==> config.mk <==
export PLATFORM = sky130hd
export DESIGN_NAME = cam_frame_capture_ctrl_flat
export DESIGN_NICKNAME = d
export VERILOG_FILES = /design/src/rtl/cam_frame_capture_ctrl_if.sv /design/src/rtl/cam_frame_capture_ctrl.sv /design/src/flat_wrapper.sv
export SDC_FILE = /design/constraint.sdc
export NUM_CORES = 1
export LEC_CHECK = 0
export ABC_AREA = 0
export BUFFER_PORTS_ARGS = -buffer_cell sky130_fd_sc_hd__buf_2
export CORE_ASPECT_RATIO = 1.1
export CORE_UTILIZATION = 33
export CTS_BUF_LIST = sky130_fd_sc_hd__clkbuf_16
export CTS_CLUSTER_SIZE = 10
export DETAILED_ROUTE_END_ITERATION = 8
export SYNTH_ARGS = -nofsm -noshare
export SYNTH_HDL_FRONTEND = slang
export SYNTH_SLANG_ARGS = --single-unit
==> constraint.sdc <==
create_clock -name pclk -period 4 [get_ports pclk]
set_clock_uncertainty 0.15 [all_clocks]
set_input_delay 0.4 -clock pclk [delete_from_list [all_inputs] [get_ports pclk]]
set_output_delay 0.4 -clock pclk [all_outputs]
set_load 0.02 [all_outputs]
==> src/rtl/cam_frame_capture_ctrl_if.sv <==
// Camera-side scan inputs, frame buffer write port and host status for the capture controller.
// Latency: none; this only bundles signals.
// Backpressure: none; the write port is fire-and-forget and the buffer must accept every wren.
interface cam_frame_capture_ctrl_if #(
    parameter int ADDR_W = 19,
    parameter int CNT_W  = 11
);
    logic              capture_req;
    logic              continuous;
    logic              vsync;
    logic              href;
    logic              data_valid;
    logic [7:0]        r1;
    logic [7:0]        g1;
    logic [7:0]        b1;
    logic [7:0]        r2;
    logic [7:0]        g2;
    logic [7:0]        b2;
    logic [ADDR_W-1:0] wr_addr;
    logic [7:0]        wr_data;
    logic              wren;
    logic              busy;
    logic              frame_done;
    logic              frame_error;
    logic [CNT_W-1:0]  line_count;

    // Camera/host side: drives requests, sync and pixel pairs; observes writes and status.
    modport master (
        output capture_req, continuous, vsync, href, data_valid,
        output r1, g1, b1, r2, g2, b2,
        input  wr_addr, wr_data, wren, busy, frame_done, frame_error, line_count
    );

    // Capture controller side.
    modport slave (
        input  capture_req, continuous, vsync, href, data_valid,
        input  r1, g1, b1, r2, g2, b2,
        output wr_addr, wr_data, wren, busy, frame_done, frame_error, line_count
    );
endinterface

==> src/rtl/cam_frame_capture_ctrl.sv <==
// Captures one vsync-aligned camera frame into an RGB332 frame buffer, pixel pairs written serially.
// Latency: pixel 1 written 1 cycle after data_valid, pixel 2 written 2 cycles after.
// Backpressure: none; pairs arriving while a write is pending or past the line end are dropped and flagged.
module cam_frame_capture_ctrl #(
    parameter int H_PIXELS = 640,
    parameter int V_LINES  = 480,
    parameter int ADDR_W   = 19,
    parameter int CNT_W    = 11
) (
    input logic                    pclk,
    input logic                    reset_n,
    cam_frame_capture_ctrl_if.slave bus
);
    typedef enum logic [2:0] {
        IDLE    = 3'd0,
        ARMED   = 3'd1,
        SYNC    = 3'd2,
        CAPTURE = 3'd3,
        DONE    = 3'd4
    } state_t;

    localparam logic [CNT_W-1:0]  H_CNT  = CNT_W'(H_PIXELS);
    localparam logic [CNT_W-1:0]  V_CNT  = CNT_W'(V_LINES);
    localparam logic [ADDR_W-1:0] H_ADDR = ADDR_W'(H_PIXELS);

    state_t            state;
    state_t            state_next;
    logic              last_vsync;
    logic              last_href;
    logic [CNT_W-1:0]  pix_cnt;
    logic [CNT_W-1:0]  line_count;
    logic [ADDR_W-1:0] line_base;
    logic              pending;
    logic [7:0]        pend_dat;
    logic [ADDR_W-1:0] wr_addr;
    logic [7:0]        wr_data;
    logic              wren;
    logic              frame_error;
    logic              busy;
    logic              frame_done;

    logic              vsync_rise;
    logic              vsync_fall;
    logic              href_fall;
    logic              in_cap;
    logic              dv;
    logic              hf;
    logic              accept;
    logic              single;
    logic              dv_err;
    logic              hf_err;
    logic              vs_short;
    logic [CNT_W-1:0]  line_inc;
    logic [7:0]        pix1;
    logic [7:0]        pix2;
    logic              unused_bits;

    // RGB332 truncation keeps only the top bits of each colour channel.
    assign pix1 = {bus.r1[7:5], bus.g1[7:5], bus.b1[7:6]};
    assign pix2 = {bus.r2[7:5], bus.g2[7:5], bus.b2[7:6]};
    assign unused_bits = ^{bus.r1[4:0], bus.g1[4:0], bus.b1[5:0],
                           bus.r2[4:0], bus.g2[4:0], bus.b2[5:0]};

    assign vsync_rise = bus.vsync & ~last_vsync;
    assign vsync_fall = ~bus.vsync & last_vsync;
    assign href_fall  = ~bus.href & last_href;

    // href and data_valid only have meaning while a frame is being captured.
    assign in_cap   = (state == CAPTURE);
    assign dv       = in_cap & bus.data_valid;
    assign hf       = in_cap & href_fall;
    assign accept   = dv & ~pending & (pix_cnt < H_CNT) & (line_count < V_CNT);
    assign single   = accept & (pix_cnt == H_CNT - CNT_W'(1));
    assign dv_err   = (dv & ~accept) | single;
    assign hf_err   = hf & (pix_cnt != H_CNT);
    assign vs_short = in_cap & vsync_rise & (line_count < V_CNT);
    assign line_inc = line_count + CNT_W'(1);

    // State register.
    always_ff @(posedge pclk or negedge reset_n) begin
        if (!reset_n) state <= IDLE;
        else          state <= state_next;
    end

    // Next-state decode plus the state-derived busy and frame_done outputs.
    always_comb begin
        state_next = state;
        busy       = 1'b0;
        frame_done = 1'b0;
        case (state)
            IDLE: begin
                if (bus.capture_req) state_next = ARMED;
            end
            ARMED: begin
                busy = 1'b1;
                // Waiting for a rising vsync guarantees we never join a frame midway.
                if (vsync_rise) state_next = SYNC;
            end
            SYNC: begin
                busy = 1'b1;
                if (vsync_fall) state_next = CAPTURE;
            end
            CAPTURE: begin
                busy = 1'b1;
                if (vs_short)                       state_next = DONE;
                else if (hf && (line_inc == V_CNT)) state_next = DONE;
            end
            DONE: begin
                frame_done = 1'b1;
                state_next = bus.continuous ? ARMED : IDLE;
            end
            default: state_next = IDLE;
        endcase
    end

    // Sync edge history for the registered edge detectors.
    always_ff @(posedge pclk or negedge reset_n) begin
        if (!reset_n) begin
            last_vsync <= 1'b0;
            last_href  <= 1'b0;
        end else begin
            last_vsync <= bus.vsync;
            last_href  <= bus.href;
        end
    end

    // Pixel/line position; a line end overrides any pixel advance in the same cycle.
    always_ff @(posedge pclk or negedge reset_n) begin
        if (!reset_n) begin
            pix_cnt    <= '0;
            line_count <= '0;
            line_base  <= '0;
        end else if ((state == SYNC) && vsync_fall) begin
            pix_cnt    <= '0;
            line_count <= '0;
            line_base  <= '0;
        end else if (in_cap) begin
            if (accept) pix_cnt <= pix_cnt + CNT_W'(2);
            if (hf) begin
                pix_cnt    <= '0;
                line_count <= line_inc;
                line_base  <= line_base + H_ADDR;
            end
        end
    end

    // Write port: pixel 1 goes out immediately, pixel 2 is parked one cycle and written to the next address.
    always_ff @(posedge pclk or negedge reset_n) begin
        if (!reset_n) begin
            wren     <= 1'b0;
            wr_addr  <= '0;
            wr_data  <= '0;
            pending  <= 1'b0;
            pend_dat <= '0;
        end else begin
            wren <= 1'b0;
            if (accept) begin
                wren    <= 1'b1;
                wr_data <= pix1;
                wr_addr <= line_base + ADDR_W'(pix_cnt);
                if (!single) begin
                    pending  <= 1'b1;
                    pend_dat <= pix2;
                end
            end else if (pending) begin
                // Completes at its original address even across a line end or into DONE.
                wren    <= 1'b1;
                wr_data <= pend_dat;
                wr_addr <= wr_addr + ADDR_W'(1);
                pending <= 1'b0;
            end
        end
    end

    // Sticky framing error, cleared each time the controller arms for a new frame.
    always_ff @(posedge pclk or negedge reset_n) begin
        if (!reset_n) begin
            frame_error <= 1'b0;
        end else if ((state_next == ARMED) && (state != ARMED)) begin
            frame_error <= 1'b0;
        end else if (dv_err || hf_err || vs_short) begin
            frame_error <= 1'b1;
        end
    end

    assign bus.wr_addr     = wr_addr;
    assign bus.wr_data     = wr_data;
    assign bus.wren        = wren;
    assign bus.busy        = busy;
    assign bus.frame_done  = frame_done;
    assign bus.frame_error = frame_error;
    assign bus.line_count  = line_count;
endmodule

==> src/flat_wrapper.sv <==
// flat-port wrapper written by rule: the top's interface ports become plain ports
module cam_frame_capture_ctrl_flat 
#(
    parameter int H_PIXELS = 640,
    parameter int V_LINES  = 480,
    parameter int ADDR_W   = 19,
    parameter int CNT_W    = 11
)
  (pclk, reset_n, bus_capture_req, bus_continuous, bus_vsync, bus_href, bus_data_valid, bus_r1, bus_g1, bus_b1, bus_r2, bus_g2, bus_b2, bus_wr_addr, bus_wr_data, bus_wren, bus_busy, bus_frame_done, bus_frame_error, bus_line_count);
  cam_frame_capture_ctrl_if #(.ADDR_W(ADDR_W), .CNT_W(CNT_W)) bus_i ();
  input logic pclk;
  input logic reset_n;
  input wire logic [$bits(bus_i.capture_req)-1:0] bus_capture_req;
  input wire logic [$bits(bus_i.continuous)-1:0] bus_continuous;
  input wire logic [$bits(bus_i.vsync)-1:0] bus_vsync;
  input wire logic [$bits(bus_i.href)-1:0] bus_href;
  input wire logic [$bits(bus_i.data_valid)-1:0] bus_data_valid;
  input wire logic [$bits(bus_i.r1)-1:0] bus_r1;
  input wire logic [$bits(bus_i.g1)-1:0] bus_g1;
  input wire logic [$bits(bus_i.b1)-1:0] bus_b1;
  input wire logic [$bits(bus_i.r2)-1:0] bus_r2;
  input wire logic [$bits(bus_i.g2)-1:0] bus_g2;
  input wire logic [$bits(bus_i.b2)-1:0] bus_b2;
  output wire logic [$bits(bus_i.wr_addr)-1:0] bus_wr_addr;
  output wire logic [$bits(bus_i.wr_data)-1:0] bus_wr_data;
  output wire logic [$bits(bus_i.wren)-1:0] bus_wren;
  output wire logic [$bits(bus_i.busy)-1:0] bus_busy;
  output wire logic [$bits(bus_i.frame_done)-1:0] bus_frame_done;
  output wire logic [$bits(bus_i.frame_error)-1:0] bus_frame_error;
  output wire logic [$bits(bus_i.line_count)-1:0] bus_line_count;
  assign bus_i.capture_req = bus_capture_req;
  assign bus_i.continuous = bus_continuous;
  assign bus_i.vsync = bus_vsync;
  assign bus_i.href = bus_href;
  assign bus_i.data_valid = bus_data_valid;
  assign bus_i.r1 = bus_r1;
  assign bus_i.g1 = bus_g1;
  assign bus_i.b1 = bus_b1;
  assign bus_i.r2 = bus_r2;
  assign bus_i.g2 = bus_g2;
  assign bus_i.b2 = bus_b2;
  assign bus_wr_addr = bus_i.wr_addr;
  assign bus_wr_data = bus_i.wr_data;
  assign bus_wren = bus_i.wren;
  assign bus_busy = bus_i.busy;
  assign bus_frame_done = bus_i.frame_done;
  assign bus_frame_error = bus_i.frame_error;
  assign bus_line_count = bus_i.line_count;
  cam_frame_capture_ctrl #(.H_PIXELS(H_PIXELS), .V_LINES(V_LINES), .ADDR_W(ADDR_W), .CNT_W(CNT_W)) u_core (.pclk(pclk), .reset_n(reset_n), .bus(bus_i));
endmodule
==> summary.md <==
| Metric | Value |
|---|---|
| Core Area | roughly 12,000 um^2 |
| Wire per inst | between 10 and 15 um |
| Post_cts resized | 0 |
| Comb power frac | 0.337 |
| Clock power share | 0.257 |
| Detail Placement HPWL | between 6 and 7 mm |
| Detail Route Antenna Nets | 0 |
| Yosys cell types | between 50 and 60 |
| Pin count of the biggest net entering global routing | 77 |
| Routed WL | ~9 mm |
| Std cell rows | between 40 and 50 |
| Final Critical Period | between 2000 and 3000 ps |
| P per Cell Area | 631 nW/um^2 |
| Setup TNS | 0 ps |
| Fraction of power spent switching nets | 0.388 |
| Sequential cell area | roughly 1900 um^2 |
| Final Instance Area | just under 5000 um^2 |
| Worst VDD drop | around 320 uV |
| CP endpoint kind | register |
| Area after DPL | ~4600 um^2 |
| Vias in the first global route | ~3,200 |
| Sequential share of power | 0.406 |
| Worst slew margin relative to its limit | 0.347 |
| Final hold slack | between 40 and 50 ps |
| FMAX | about 350 MHz |
| Setup bufs post-CTS | 0 |
| Seq cells post-synth | between 70 and 80 |
| Pleak | about 2.2 nW |
| Io pins | 97 |
| Antenna violations before repair | 0 |
| Initial core utilization | 0.341 |
| Port buffer count | 64 |
| Fin. Hold Viols | 0 |
| N_diodes | 0 |
| GPL Wtd Cong | ~0.79 |
| Total GRT Usage | 0.145 |
| Slew Limit Fails | 0 |
| Drt via density | ~5.1 |
| Worst-skew pair later-pin latency | roughly 330 ps |
| Die Wd | between 100 and 150 um |
| H-tree Lvls | 3 |
| Startpoint types | register |
| Mean Syn Cell Area | around 9.4 um^2 |
| Slew at the pin closest to its max-slew limit | roughly 980 ps |
| Initial DRC Count | 172 |
| Most frequent cells in the layout | dfrtp_1, nand2_1, buf_2, nor2_1, o21ai_0 |
| P&R area growth vs syn | 17.1% |
| Synthesized area | roughly 4100 um^2 |
| Share of cells above drive strength 1 | 0.186 |
| Critical path's slowest cell | or2_1 |
| Synth Net Count | around 500 |
| DRC | 0 |
| Yosys warnings | 0 |
| Sequential area share after synthesis | 0.460 |
| CTS hold repair buffers | 0 |
| TritonCTS clock tree | yes |
| Status | finished, final reports clean |
| Critical Path AT | slightly below 3000 ps |
| Synth Instances | between 400 and 500 |
| CTS buffer count | 9 |
| RSZ-0062 raised after global routing | no |
| First drt pass iteration count | 4 |
| Data required, critical path | between 4000 and 5000 ps |
| P_sw | ~1.2 mW |
| P_int | roughly 1.9 mW |
| Clk sinks | 76 |
| Filler cell count | 1,179 |
| Slowest stage delay, CP | 620 ps |
| Setup violators final | 0 |
| Vias | between 3,000 and 4,000 |
| Root Driver | clkbuf_16 |
| Full die area | about 13,000 um^2 |
| Power, Total | 3.06 mW |
| Commonest non-fill, non-tap cell in the layout | dfrtp_1 |
| Worst Path Max Fanout | 31 |
| Die Ht | 119 um |
| Dpl cells | roughly 640 |
| WS Path Type | register to register |
| CP Cell Sequence | and4_4 > nand4b_4 > or2_1 > clkinv_4 > buf_4 > o21a_1 > a211oi_1 |
| Max Cap Viol | 0 |
| Nets | 560 |
| Final Non-Filler Cells | about 660 |
| First-pass GRT wire length | between 10 and 15 mm |
| CTS clk-pin slew, worst paths | 60 ps |
| Total grt overflow | 0 |
| CTS Buffer Depth | 2 |
| Fin crit share | 0.715 |
| Multi-input logic area | just over 2000 um^2 |
| Hold crit path type | input port to asynchronous set/reset pin |
==> logic make-up after synthesis <==
family,Yosys count,synth area share
xor+xnor,38,0.0805
simple gates,196,0.241
compound gates,81,0.129
flops,76,0.460
mux,9,0.0221
buf+inv,31,0.0402
fa+ha+maj,9,0.0272
==> power by group through the flow <==
stage | clock, mW | sequential, mW | combinational, mW
5_1_grt | 0.843 | 1.28 | 1.15
3_5_place_dp | 0 | 1.25 | 1.04
6_report | 0.787 | 1.24 | 1.03
2_1_floorplan | 0 | 1.37 | 0.587
4_1_cts | 0.817 | 1.24 | 1.04
3_3_place_gp | 0 | 1.24 | 1.02
==> worst paths after layout <==
check | startpoint | endpoint | slack (ps) | cells after the start
max | u_core.bus.line_count[6]$_DFFE_PN0P_ | u_core.bus.wr_addr[15]$_DFFE_PN0P_ | 1140 | 7
min | reset_n | u_core.pend_dat[2]$_DFFE_PN0P_ | 50 | 1
max reg2reg | u_core.bus.line_count[6]$_DFFE_PN0P_ | u_core.bus.wr_addr[15]$_DFFE_PN0P_ | 1140 | 7
min reg2reg | u_core.pend_dat[1]$_DFFE_PN0P_ | u_core.pend_dat[1]$_DFFE_PN0P_ | 330 | 2
max in group asynchronous | reset_n | u_core.line_base[9]$_DFFE_PN0P_ | 2990 | 1
min in group pclk | bus_vsync | u_core.last_vsync$_DFF_PN0_ | 50 | 1
==> cell type report <==
cell class	count	share of cell area
Multi-Input combinational cell	333	0.427
Sequential cell	76	0.393
Timing Repair Buffer	67	0.0713
Clock buffer	9	0.0465
Tap cell	154	0.0398
Clock inverter	7	0.0139
Inverter	9	0.00904
==> metrics by stage <==
stage	setup slack [ps]	util
floorplan	1900	-
global placement	1160	0.375
detailed placement	1140	0.375
CTS	1120	0.399
global route	919	0.399
finish	1140	0.399
==> sequential cells by signal (all words and copies together) (netlist names), 3 cells and up <==
register	cells
u_core.pend_dat	8
u_core.pix_cnt	10
u_core.bus.line_count	11
u_core.bus.wr_addr	19
u_core.line_base	12
u_core.state	3
u_core.bus.wr_data	8
==> Yosys cell counts (all sizes together) <==
library cell  instances  area [um^2]
or3                   2         12.5
nor4b                 1         8.76
a21o                  6         45.0
a221o                 3         30.0
xnor2                24          210
a22oi                 5         37.5
and2                  7         43.8
nand4                 8         50.1
a41oi                 1         8.76
mux2i                 8         80.1
o31ai                 3         22.5
ha                    9          113
nor3b                 6         45.0
o221ai                2         17.5
a21oi                10         50.1
and3                  4         25.0
buf                   8         67.6
a211oi                2         15.0
a31oi                 5         31.3
and4                  9         81.3
a22o                  4         35.0
xor2                 14          123
clkbuf               14         55.1
nand3b                2         15.0
a221oi                4         41.3
and3b                 2         17.5
nand4b                4         50.1
nor2b                 3         18.8
nor4bb                1         10.0
clkinv                2         17.5
nand2                66          248
nand3                13         65.1
a31o                  2         17.5
nor3                 16         80.1
or2                   3         18.8
o41ai                 1         8.76
mux2                  1         11.3
o21ai                31          155
nand2b                2         12.5
nor2                 43          169
dfrtp                76         1900
o221a                 1         11.3
o21a                  1         7.51
nor4                  4         25.0
inv                   7         26.3
==> per-layer routing <==
metal	global-route usage	routed length [um]	vias up
met5	0	0	-
met4	0.0389	88	0
met3	0.0361	451	10
met2	0.244	4290	79
met1	0.183	4230	1577
li1	-	-	1669
==> worst max-delay path, delay by kind of cell, from the launching register on <==
family | cells | cell delay [ps]
AND/OR/NAND/NOR | 3 | 1100
buffers and inverters | 2 | 610
flip-flops | 1 | 510
AO/OA/AOI/OAI | 2 | 370
(Power assumes the default switching activity.)
